$ cat config.mk
export PLATFORM = sky130hd
export DESIGN_NAME = mdr_handshake
export DESIGN_NICKNAME = d
export VERILOG_FILES = /design/src/rtl/mdr_handshake.sv
export SDC_FILE = /design/constraint.sdc
export NUM_CORES = 1
export LEC_CHECK = 0
export CORE_MARGIN = 2
export CORE_UTILIZATION = 41
export DETAILED_ROUTE_END_ITERATION = 12
export HOLD_SLACK_MARGIN = 0.05
export PLACE_DENSITY = 0.86
export RECOVER_POWER = 25
export SYNTH_ARGS = -nofsm -noshare
export SYNTH_HDL_FRONTEND = slang
export SYNTH_SLANG_ARGS = --single-unit
$ cat constraint.sdc
create_clock -name CLK -period 4 [get_ports CLK]
set_input_delay 0.8 -clock CLK [delete_from_list [all_inputs] [get_ports CLK]]
set_output_delay 0.8 -clock CLK [all_outputs]
set_load 0.02 [all_outputs]
$ cat src/rtl/mdr_handshake.sv
// mdr_handshake
// Memory data register that sits between the CPU internal buses and the
// memory M-bus. S-bus loads and A-bus drives complete in a single cycle.
// Memory reads (MMD) and writes (MDM) are multi-cycle REQ/ACK transactions.
// If MEM_ACK does not arrive within TO_CYCLES request cycles, the transaction
// is abandoned and the sticky TIMEOUT flag is raised.
module mdr_handshake #(
    parameter int WIDTH     = 16,
    parameter int TO_CYCLES = 15
) (
    input  logic             CLK,
    input  logic             CLR,
    input  logic [WIDTH-1:0] S_bus,
    input  logic [WIDTH-1:0] M_bus,
    input  logic             SMD,
    input  logic             MMD,
    input  logic             MDM,
    input  logic             MDA,
    input  logic             MEM_ACK,
    output logic             MEM_REQ,
    output logic             MEM_WE,
    output logic [WIDTH-1:0] MDR_to_A,
    output logic [WIDTH-1:0] MDR_to_M,
    output logic [WIDTH-1:0] MDR_q,
    output logic             BUSY,
    output logic             TIMEOUT
);

    // The counter must be wide enough to hold TO_CYCLES itself.
    localparam int CW = $clog2(TO_CYCLES + 1);
    localparam logic [CW-1:0] CNT_LAST = CW'(TO_CYCLES - 1);
    localparam logic [CW-1:0] CNT_ONE  = CW'(1);

    typedef enum logic [1:0] {
        IDLE = 2'd0,
        RD   = 2'd1,
        WR   = 2'd2
    } state_t;

    state_t           state_q, state_d;
    logic [CW-1:0]    cnt_q, cnt_d;
    logic [WIDTH-1:0] mdr_q, mdr_d;
    logic             timeout_q, timeout_d;

    // State and datapath registers; an asynchronous clear abandons any transfer in flight.
    always_ff @(posedge CLK or negedge CLR) begin
        if (!CLR) begin
            state_q   <= IDLE;
            cnt_q     <= '0;
            mdr_q     <= '0;
            timeout_q <= 1'b0;
        end else begin
            state_q   <= state_d;
            cnt_q     <= cnt_d;
            mdr_q     <= mdr_d;
            timeout_q <= timeout_d;
        end
    end

    // Next-state logic: command arbitration in IDLE, ack/timeout handling while transferring.
    always_comb begin
        state_d   = state_q;
        cnt_d     = cnt_q;
        mdr_d     = mdr_q;
        timeout_d = timeout_q;
        case (state_q)
            IDLE: begin
                if (MMD) begin
                    state_d   = RD;
                    cnt_d     = '0;
                    timeout_d = 1'b0;
                end else if (MDM) begin
                    state_d   = WR;
                    cnt_d     = '0;
                    timeout_d = 1'b0;
                end else if (SMD) begin
                    mdr_d = S_bus;
                end
            end
            RD, WR: begin
                if (MEM_ACK) begin
                    if (state_q == RD) begin
                        mdr_d = M_bus;
                    end
                    state_d = IDLE;
                end else if (cnt_q == CNT_LAST) begin
                    timeout_d = 1'b1;
                    state_d   = IDLE;
                end else begin
                    cnt_d = cnt_q + CNT_ONE;
                end
            end
            default: begin
                state_d = IDLE;
            end
        endcase
    end

    // Memory-side outputs are decoded purely from the registered state.
    always_comb begin
        MEM_REQ  = 1'b0;
        MEM_WE   = 1'b0;
        BUSY     = 1'b0;
        MDR_to_M = '0;
        case (state_q)
            RD: begin
                MEM_REQ = 1'b1;
                BUSY    = 1'b1;
            end
            WR: begin
                MEM_REQ  = 1'b1;
                MEM_WE   = 1'b1;
                BUSY     = 1'b1;
                MDR_to_M = mdr_q;
            end
            default: begin
                MEM_REQ = 1'b0;
            end
        endcase
    end

    // The A-bus path ignores the FSM so the CPU can read MDR even during a write.
    assign MDR_to_A = MDA ? mdr_q : '0;
    assign MDR_q    = mdr_q;
    assign TIMEOUT  = timeout_q;

endmodule
; ---- Yosys cells after proc, flatten, opt, wreduce, memory -nomap -nowiden
; Cells that the tools add are included.
[totals]
out_inout_bits = 52
ff_bits = 23
inputBits = 39
elab_cells = 50
[op_classes]
eq_ne = 13
addsub = 1
n_reduce_logical = 7
mux = 25
[ops]
columns = op, n
row1 = 16-bit 2-to-1 mux, 7
row2 = 16-bit one-hot mux with 2 select lines, 1
row3 = 4-bit 2-to-1 mux, 4
row4 = 2-bit != test (second input constant), 5
row5 = 2-bit 2-to-1 mux, 4
row6 = 4-bit one-hot mux with 2 select lines, 1
row7 = 4-bit AND reduction, 2
row8 = 1-bit 2-to-1 mux, 6
row9 = 2-bit by 1-bit != test with 1-bit output (second input constant), 3
row10 = 6-bit AND reduction, 1
row11 = 4-bit by 1-bit adder with 4-bit output (second input constant), 1
row12 = 4-bit == test (second input constant), 1
row13 = 2-bit one-hot mux with 2 select lines, 1
row14 = 3-bit by 1-bit != test with 1-bit output (second input constant), 1
row15 = 3-bit != test (second input constant), 1
row16 = 2-bit by 1-bit == test with 1-bit output (second input constant), 1
row17 = 2-bit == test (second input constant), 1
row18 = 2-bit zero test, 1
row19 = 1-bit one-hot mux with 2 select lines, 1
row20 = 2-bit AND reduction, 1
row21 = 2-bit nonzero test, 1
row22 = 2-bit OR reduction, 1

; ---- Logic depth before layout (Yosys ltp)
; Gate-level depths: netlist of run 1.
[logic_depth]
depth_word = 4
depth_mapped = 7
mapped_depth_nobuf = 5

; ---- Least setup slack after synthesis of run 1
; No wires, ideal clock.
[synth_path]
kind = register -> output
start = reg state_q[0]
end = out MDR_to_M[15]
required_time_ns = 3.200
n_path_buf = 1
setup_slack_ns = 1.934
path_stages_with_launch = 5
arrival_time_ns = 1.266
path_cell_list = dfrtp_1 -> inv_1 -> ha_1 -> clkbuf_1 -> and2_1
[synth_via]
elab_chain_len = 2
[synth_rtl]
columns = element, line
row1 = from (decl), 40  ; state_t state_q, state_d;
row2 = from (signal assigned), 53  ; state_q <= state_d;
row3 = 2-bit == test, 105  ; case (state_q)
row4 = 16-bit 2-to-1 mux, 105
row5 = to (decl), 23  ; output logic [WIDTH-1:0] MDR_to_M,
; No other way between the ends.

; ---- Worst setup path in the final report of run 1
[layout_path]
start = in MDA
end = out MDR_to_A[8]
[layout_via]
elab_chain_len = 1
[layout_rtl]
columns = element, line
row1 = from (decl), 18  ; input logic MDA,
row2 = 16-bit 2-to-1 mux, 123  ; assign MDR_to_A = MDA ? mdr_q : '0;
row3 = to (decl), 22  ; output logic [WIDTH-1:0] MDR_to_A,
; No other way between the ends.

==> results of run 1 <==
[final timing paths]
check                           start          end  slack (ns)  depth (start not counted)
min reg2reg                state_q[0]   state_q[0]        0.52                          1
max in group asynchronous         CLR     MDR_q[9]        2.20                          1
max reg2reg                state_q[1]      TIMEOUT        1.26                          6
min                        state_q[0]   state_q[0]        0.52                          1
min in group asynchronous         CLR     MDR_q[4]        1.17                          1
max                               MDA  MDR_to_A[8]        0.77                          3
[routing by layer]
| layer | vias to the layer above | wire (µm) |
|---|---|---|
| met3 | 6 | 310 |
| met4 | 0 | 51 |
| met5 | - | 0 |
| met1 | 647 | 1800 |
| li1 | 678 | - |
| met2 | 54 | 2079 |
[registers in the layout, indices dropped and copies added (netlist names)]
| name | flops |
|---|---|
| MDR_q | 16 |
| TIMEOUT | 1 |
| cnt_q | 4 |
| state_q | 2 |
[metrics by stage]
stage	utilization, %	power, mW	hold WS, ns
after global routing	68.55	2.106	0.5508
final	68.55	1.979	0.5195
after CTS	68.66	1.998	0.5321
after global placement	67.44	1.819	0.4821
after detailed placement	67.44	1.846	0.5122
after floorplan	-	1.353	0.4658
[critical path, delay by kind of cell]
kind | cells | cell delay [ns]
buffers and inverters | 2 | 1.41
AND/OR/NAND/NOR | 1 | 0.21
[area by class of cell]
class                      instances  area (µm²)  share of cell area (%)
sequential                        23       575.6                   22.76
clock buffer                       4       45.04                   1.781
tap                               48       60.06                   2.375
timing repair buffer              92       912.1                   36.07
inverter                           5       18.77                  0.7422
multi-input combinational        107       917.1                   36.27
[layout by cell type, fill, tap and decap left out, drive strengths merged]
| master | n |
|---|---|
| o22ai | 1 |
| a211oi | 1 |
| nand4 | 2 |
| o21ai | 3 |
| or2 | 1 |
| a32o | 1 |
| o31ai | 2 |
| o211ai | 1 |
| a21oi | 2 |
| ha | 4 |
| mux2i | 1 |
| nand3 | 3 |
| or2b | 1 |
| nor3 | 1 |
| nor3b | 1 |
| nand2b | 5 |
| and2 | 33 |
| or3b | 1 |
| a21o | 1 |
| dlygate4sd3 | 1 |
| a41oi | 2 |
| clkbuf | 5 |
| a2bb2oi | 1 |
| clkdlybuf4s50 | 89 |
| dfrtp | 23 |
| and3 | 1 |
| nand2 | 2 |
| mux2 | 32 |
| nor4 | 1 |
| buf | 1 |
| a41o | 1 |
| a22oi | 1 |
| nor2 | 1 |
| inv | 5 |
[power groups by stage]
stage	sequential (mW)	combinational [mW]	clock, mW
3_3_place_gp	0.434	1.39	0
6_report	0.435	1.40	0.146
3_5_place_dp	0.439	1.41	0
4_1_cts	0.437	1.41	0.150
2_1_floorplan	0.521	0.832	0
5_1_grt	0.454	1.49	0.161
[Yosys cell counts (2+ instances only)]
cell type  number  area, µm²
mux2_2         22      247.7
dfrtp_1        23      575.6
a41oi_1         2      17.52
nand2b_1        5      31.28
o21ai_0         3      15.01
inv_1           5      18.77
nand4_1         2      12.51
a21oi_1         2      10.01
mux2_4         10      150.1
nand3_1         3      15.01
ha_1            4      50.05
o31ai_1         2      15.01
and2_1         33      206.5
nand2_1         2      7.510
clkbuf_1        3      11.26
buf_4           2      15.01
[kinds of logic (layout without fill, tap and decap cells)]
group,after synthesis,in the layout,share of synthesized area (%)
mux,33,33,25.91
flops,23,23,36.57
compound gates,17,17,8.586
buf+inv,13,101,5.166
simple gates,53,53,20.59
fa+ha+maj,4,4,3.180
==> flow_metrics.tcl, run 1 <==
set metrics [dict create \
    status "finished, final reports clean" \
    gr-usage-all-layers_pct 19.80 \
    die_w_um 65.96 \
    synthArstFlopShare_pct 100.0 \
    antenna_left 0 \
    drt-initial-drc-count 23 \
    ys_ff_latch 23 \
    placedCellCount 275 \
    p_clk_share_pct 7.4 \
    die-area_um2 4351 \
    worst_pin_slew_ns 1.383 \
    grt_pass1_vias 1331 \
    internal-power_mw 1.158 \
    setup_violations 0 \
    netlist_instances 143 \
    worstSetupStartpointType "input pin" \
    vias_per_cell 4.964 \
    post-route-period-util_pct 80.70 \
    insertedDiodeCount 0 \
    p_switching_mw 0.8216 \
    dpl_cell_area_um2 2487 \
    cts_tree "built" \
    wl_per_cell_um 15.20 \
    final_nets 275 \
    fmax_mhz 309.8 \
    yosysUniqueCellTypes 36 \
    critical_path_arrival_ns 2.43 \
    fin_skew_ns 0.001156 \
    slew_headroom_pct 7.812 \
    combinationalPowerShare_pct 70.6 \
    cts_hold_buf 0 \
    pwr-share-seq_pct 22.0 \
    yosysWarnings 0 \
    syn-num-nets 186 \
    globalRouteOverflowTotal 0 \
    slowest_stage "clkdlybuf4s50_1" \
    vias 1385 \
    grt_use_met3_pct 4.940 \
    drt-total-wl_um 4241 \
    layout.cells.non_filler 279 \
    grt_busiest_layer "met2" \
    fin_area_um2 2529 \
    worstPathMaxFanout 16 \
    gr-usage-met2_pct 34.85 \
    switching_share_pct 41.51 \
    crit_chain "clkdlybuf4s50_1 -> and2_1 -> clkdlybuf4s50_1" \
    cts_buffers 3 \
    use_met1_pct 23.83 \
    ios 91 \
    syn-cell-area_um2 1574 \
    grt_pass1_wl_um 6527 \
    cts_root_buffer "clkbuf_8" \
    avgSynthCellArea_um2 11.01 \
    final_hold_viol_count 0 \
    synthFlopType "dfrtp_1" \
    vdd.ir_drop.worst_mv 0.4692 \
    first_pass_iters 4 \
    dpl.hpwl_um 3132 \
    antenna_found_initial 0 \
    crit_top_cell "clkdlybuf4s50_1" \
    period_minus_slack_ns 3.228 \
    drc 0 \
    clk_pin_slew_ns 0.08 \
    crit_path_end_kind "primary output" \
    gp_congestion 0.7885 \
    cts_setup_buffers 0 \
    clk_latency_ns 0.26 \
    die_y_um 65.96 \
    pre_cts_slack_ns 0.7628 \
    setup_ws_ns 0.7720 \
    drive_gt1_share_pct 16.88 \
    cts.repair.resized 0 \
    clock_sinks 23 \
    start_util_pct 42.67 \
    ys_seq_area_share_pct 36.57 \
    critical-path-max-stage-delay_ns 0.80 \
    power.density_nw_per_um2 782.8 \
    grt_max_degree 28 \
    clk_path_buf_depth 2 \
    drv_slew 0 \
    hp-class "reg -> reg" \
    fp.coreArea_um2 3689 \
    worstSetupPathType "in -> out" \
    p_leak_nw 1.029 \
    drv_cap 0 \
    critical_path_required_ns 3.20 \
    htreeDepth 1 \
    synth_edf_count 0 \
    fin_setup_tns_ns 0 \
    rsz0062_at_grt "false" \
    area_growth_pct 60.65 \
    row_count 22 \
    nFillCells 335 \
    io_buffer_count 90 \
]
Note: power is estimated with default switching activity, not from simulation.
==> run 2: changes to the inputs <==
- CORE_UTILIZATION: 41 -> 34
- PLACE_DENSITY: 0.86 -> 0.76
- clock period: 4 -> 2.8 ns (I/O delays scaled with it)
==> flow_metrics.tcl, run 2 (same netlist as run 1, synthesis figures left out) <==
set metrics [dict create \
    status "finished, final reports clean" \
    post-route-period-util_pct 94.05 \
    pwr-share-seq_pct 21.9 \
    drive_gt1_share_pct 18.38 \
    slew_headroom_pct 16.14 \
    worst_pin_slew_ns 1.258 \
    fmax_mhz 379.7 \
    die_y_um 72.04 \
    worstSetupPathType "reg -> out" \
    largest_reg_flops 16 \
    clk_latency_ns 0.26 \
    area_growth_pct 62.48 \
    cts_root_buffer "clkbuf_8" \
    p_switching_mw 1.153 \
    hp-start "state_q[0]" \
    setup_violations 0 \
    critical_path_arrival_ns 2.07 \
    ios 91 \
    row_count 24 \
    power.density_nw_per_um2 1102 \
    pre_cts_slack_ns 0.2634 \
    layout.cells.non_filler 286 \
    cts_setup_buffers 0 \
    drv_slew 0 \
    drc 0 \
    antenna_found_initial 0 \
    fin_setup_tns_ns 0 \
    dpl.hpwl_um 3125 \
    final_hold_viol_count 0 \
    power.total_mw 2.819 \
    critical_path_required_ns 2.24 \
    die-area_um2 5190 \
    vdd.ir_drop.worst_mv 0.4563 \
    final_cell_mix "clkdlybuf4s50_1, and2_1, dfrtp_1" \
    htreeDepth 1 \
    nFillCells 408 \
    setup_ws_ns 0.1665 \
    cp-startpoint "state_q[0]" \
    cts.repair.resized 0 \
    ff2ff_setup_slack_ns 0.75 \
    fp.coreArea_um2 4414 \
    wl_per_cell_um 14.14 \
    p_leak_nw 1.051 \
    combinationalPowerShare_pct 70.9 \
    worstSetupStartpointType "flop" \
    vias 1396 \
    period_minus_slack_ns 2.633 \
    cts_hold_buf 0 \
    placedCellCount 282 \
    gr-usage-all-layers_pct 15.71 \
    clk_path_buf_depth 2 \
    layout_commonest_cell "clkdlybuf4s50_1" \
    gp_congestion 0.9181 \
    clock_sinks 23 \
    hold_depth 1 \
    vias_per_cell 4.881 \
    grt_pass1_vias 1341 \
    min_to "state_q[0]" \
    grt_pass1_wl_um 6486 \
    switching_share_pct 40.91 \
    drt-initial-drc-count 39 \
    final_nets 278 \
    antenna_left 0 \
    multi_input_area_um2 917.1 \
    regArea_um2 575.6 \
    rsz0062_at_grt "false" \
    io_buffer_count 90 \
    start_util_pct 35.66 \
    die_w_um 72.04 \
    cts_buffers 3 \
    crit_path_end_kind "primary output" \
    p_clk_share_pct 7.1 \
    insertedDiodeCount 0 \
    grt_max_degree 24 \
    r2r_start "state_q[0]" \
    worstPathMaxFanout 18 \
    r2r.worst_path.cells 6 \
    r2r-end "MDR_q[7]" \
    fin_skew_ns 0.0008533 \
    internal-power_mw 1.666 \
    cts_tree "built" \
    first_pass_iters 4 \
    drt-total-wl_um 4043 \
    clk_pin_slew_ns 0.08 \
    globalRouteOverflowTotal 0 \
    hp-class "reg -> reg" \
    drv_cap 0 \
]
-- run 2: cell types whose count changed in the layout (fill, tap and decap cells not counted), sizes merged --
cell / delta
buf: +3
clkbuf: -1
clkdlybuf4s50: -1
clkinv: +1
dlygate4sd3: +1
-- run 2: how the worst max path moves through the flow --
stage / end / slack (ns)
global placement: MDR_to_A[14] / 0.28
detailed placement: MDR_to_A[2] / 0.26
finish: MDR_to_M[12] / 0.17
floorplan: MDR_q[0] / 0.74
CTS: MDR_to_M[12] / 0.11
global route: MDR_to_M[7] / 0.03
-- run 2: power groups by stage --
stage | clock network [mW] | logic (mW) | registers [mW]
after detailed placement | 0 | 2.02 | 0.627
after global routing | 0.227 | 2.14 | 0.649
after global placement | 0 | 2.00 | 0.619
after floorplan | 0 | 1.19 | 0.745
after CTS | 0.212 | 2.02 | 0.622
final | 0.201 | 2.00 | 0.618
-- run 2: critical path: stages, from the launching register on --
cell	delay (ns)
dfrtp_1	0.38
inv_1	0.08
ha_1	0.53
and2_1	0.21
clkdlybuf4s50_1	0.61
-- run 2: through the flow --
| stage | hold WS (ns) | instance area, µm² | util, % |
|---|---|---|---|
| finish | 0.4987 | 2557 | 57.94 |
| global route | 0.5182 | 2557 | 57.94 |
| CTS | 0.5030 | 2561 | 58.02 |
| detailed placement | 0.4837 | 2515 | 56.97 |
| global placement | 0.4801 | 2515 | 56.97 |
| floorplan | 0.2644 | 1574 | - |
-- run 2: per-layer routing --
metal,vias to the layer above,routed length [µm],GRT usage (%),part of all wire (%)
met5,-,0,0,0
met4,0,34,4.403,0.84
met3,2,268,2.222,6.6
met2,56,1962,27.57,49
met1,657,1778,20.19,44
li1,681,-,-,-
-- run 2: area by class of cell --
cell class,count,area share [%]
clock inverters,1,0.1957
clock buffers,3,1.614
repair buffers,95,36.55
multi-input cells,107,35.86
flip-flops and latches,23,22.50
well taps,52,2.544
inverters,5,0.7339
==> run 3: changes to the inputs <==
- HOLD_SLACK_MARGIN: 0.05 -> 0.06
==> results of run 3 <==
Final layout, timing and power as in run 2 (identical DEF).
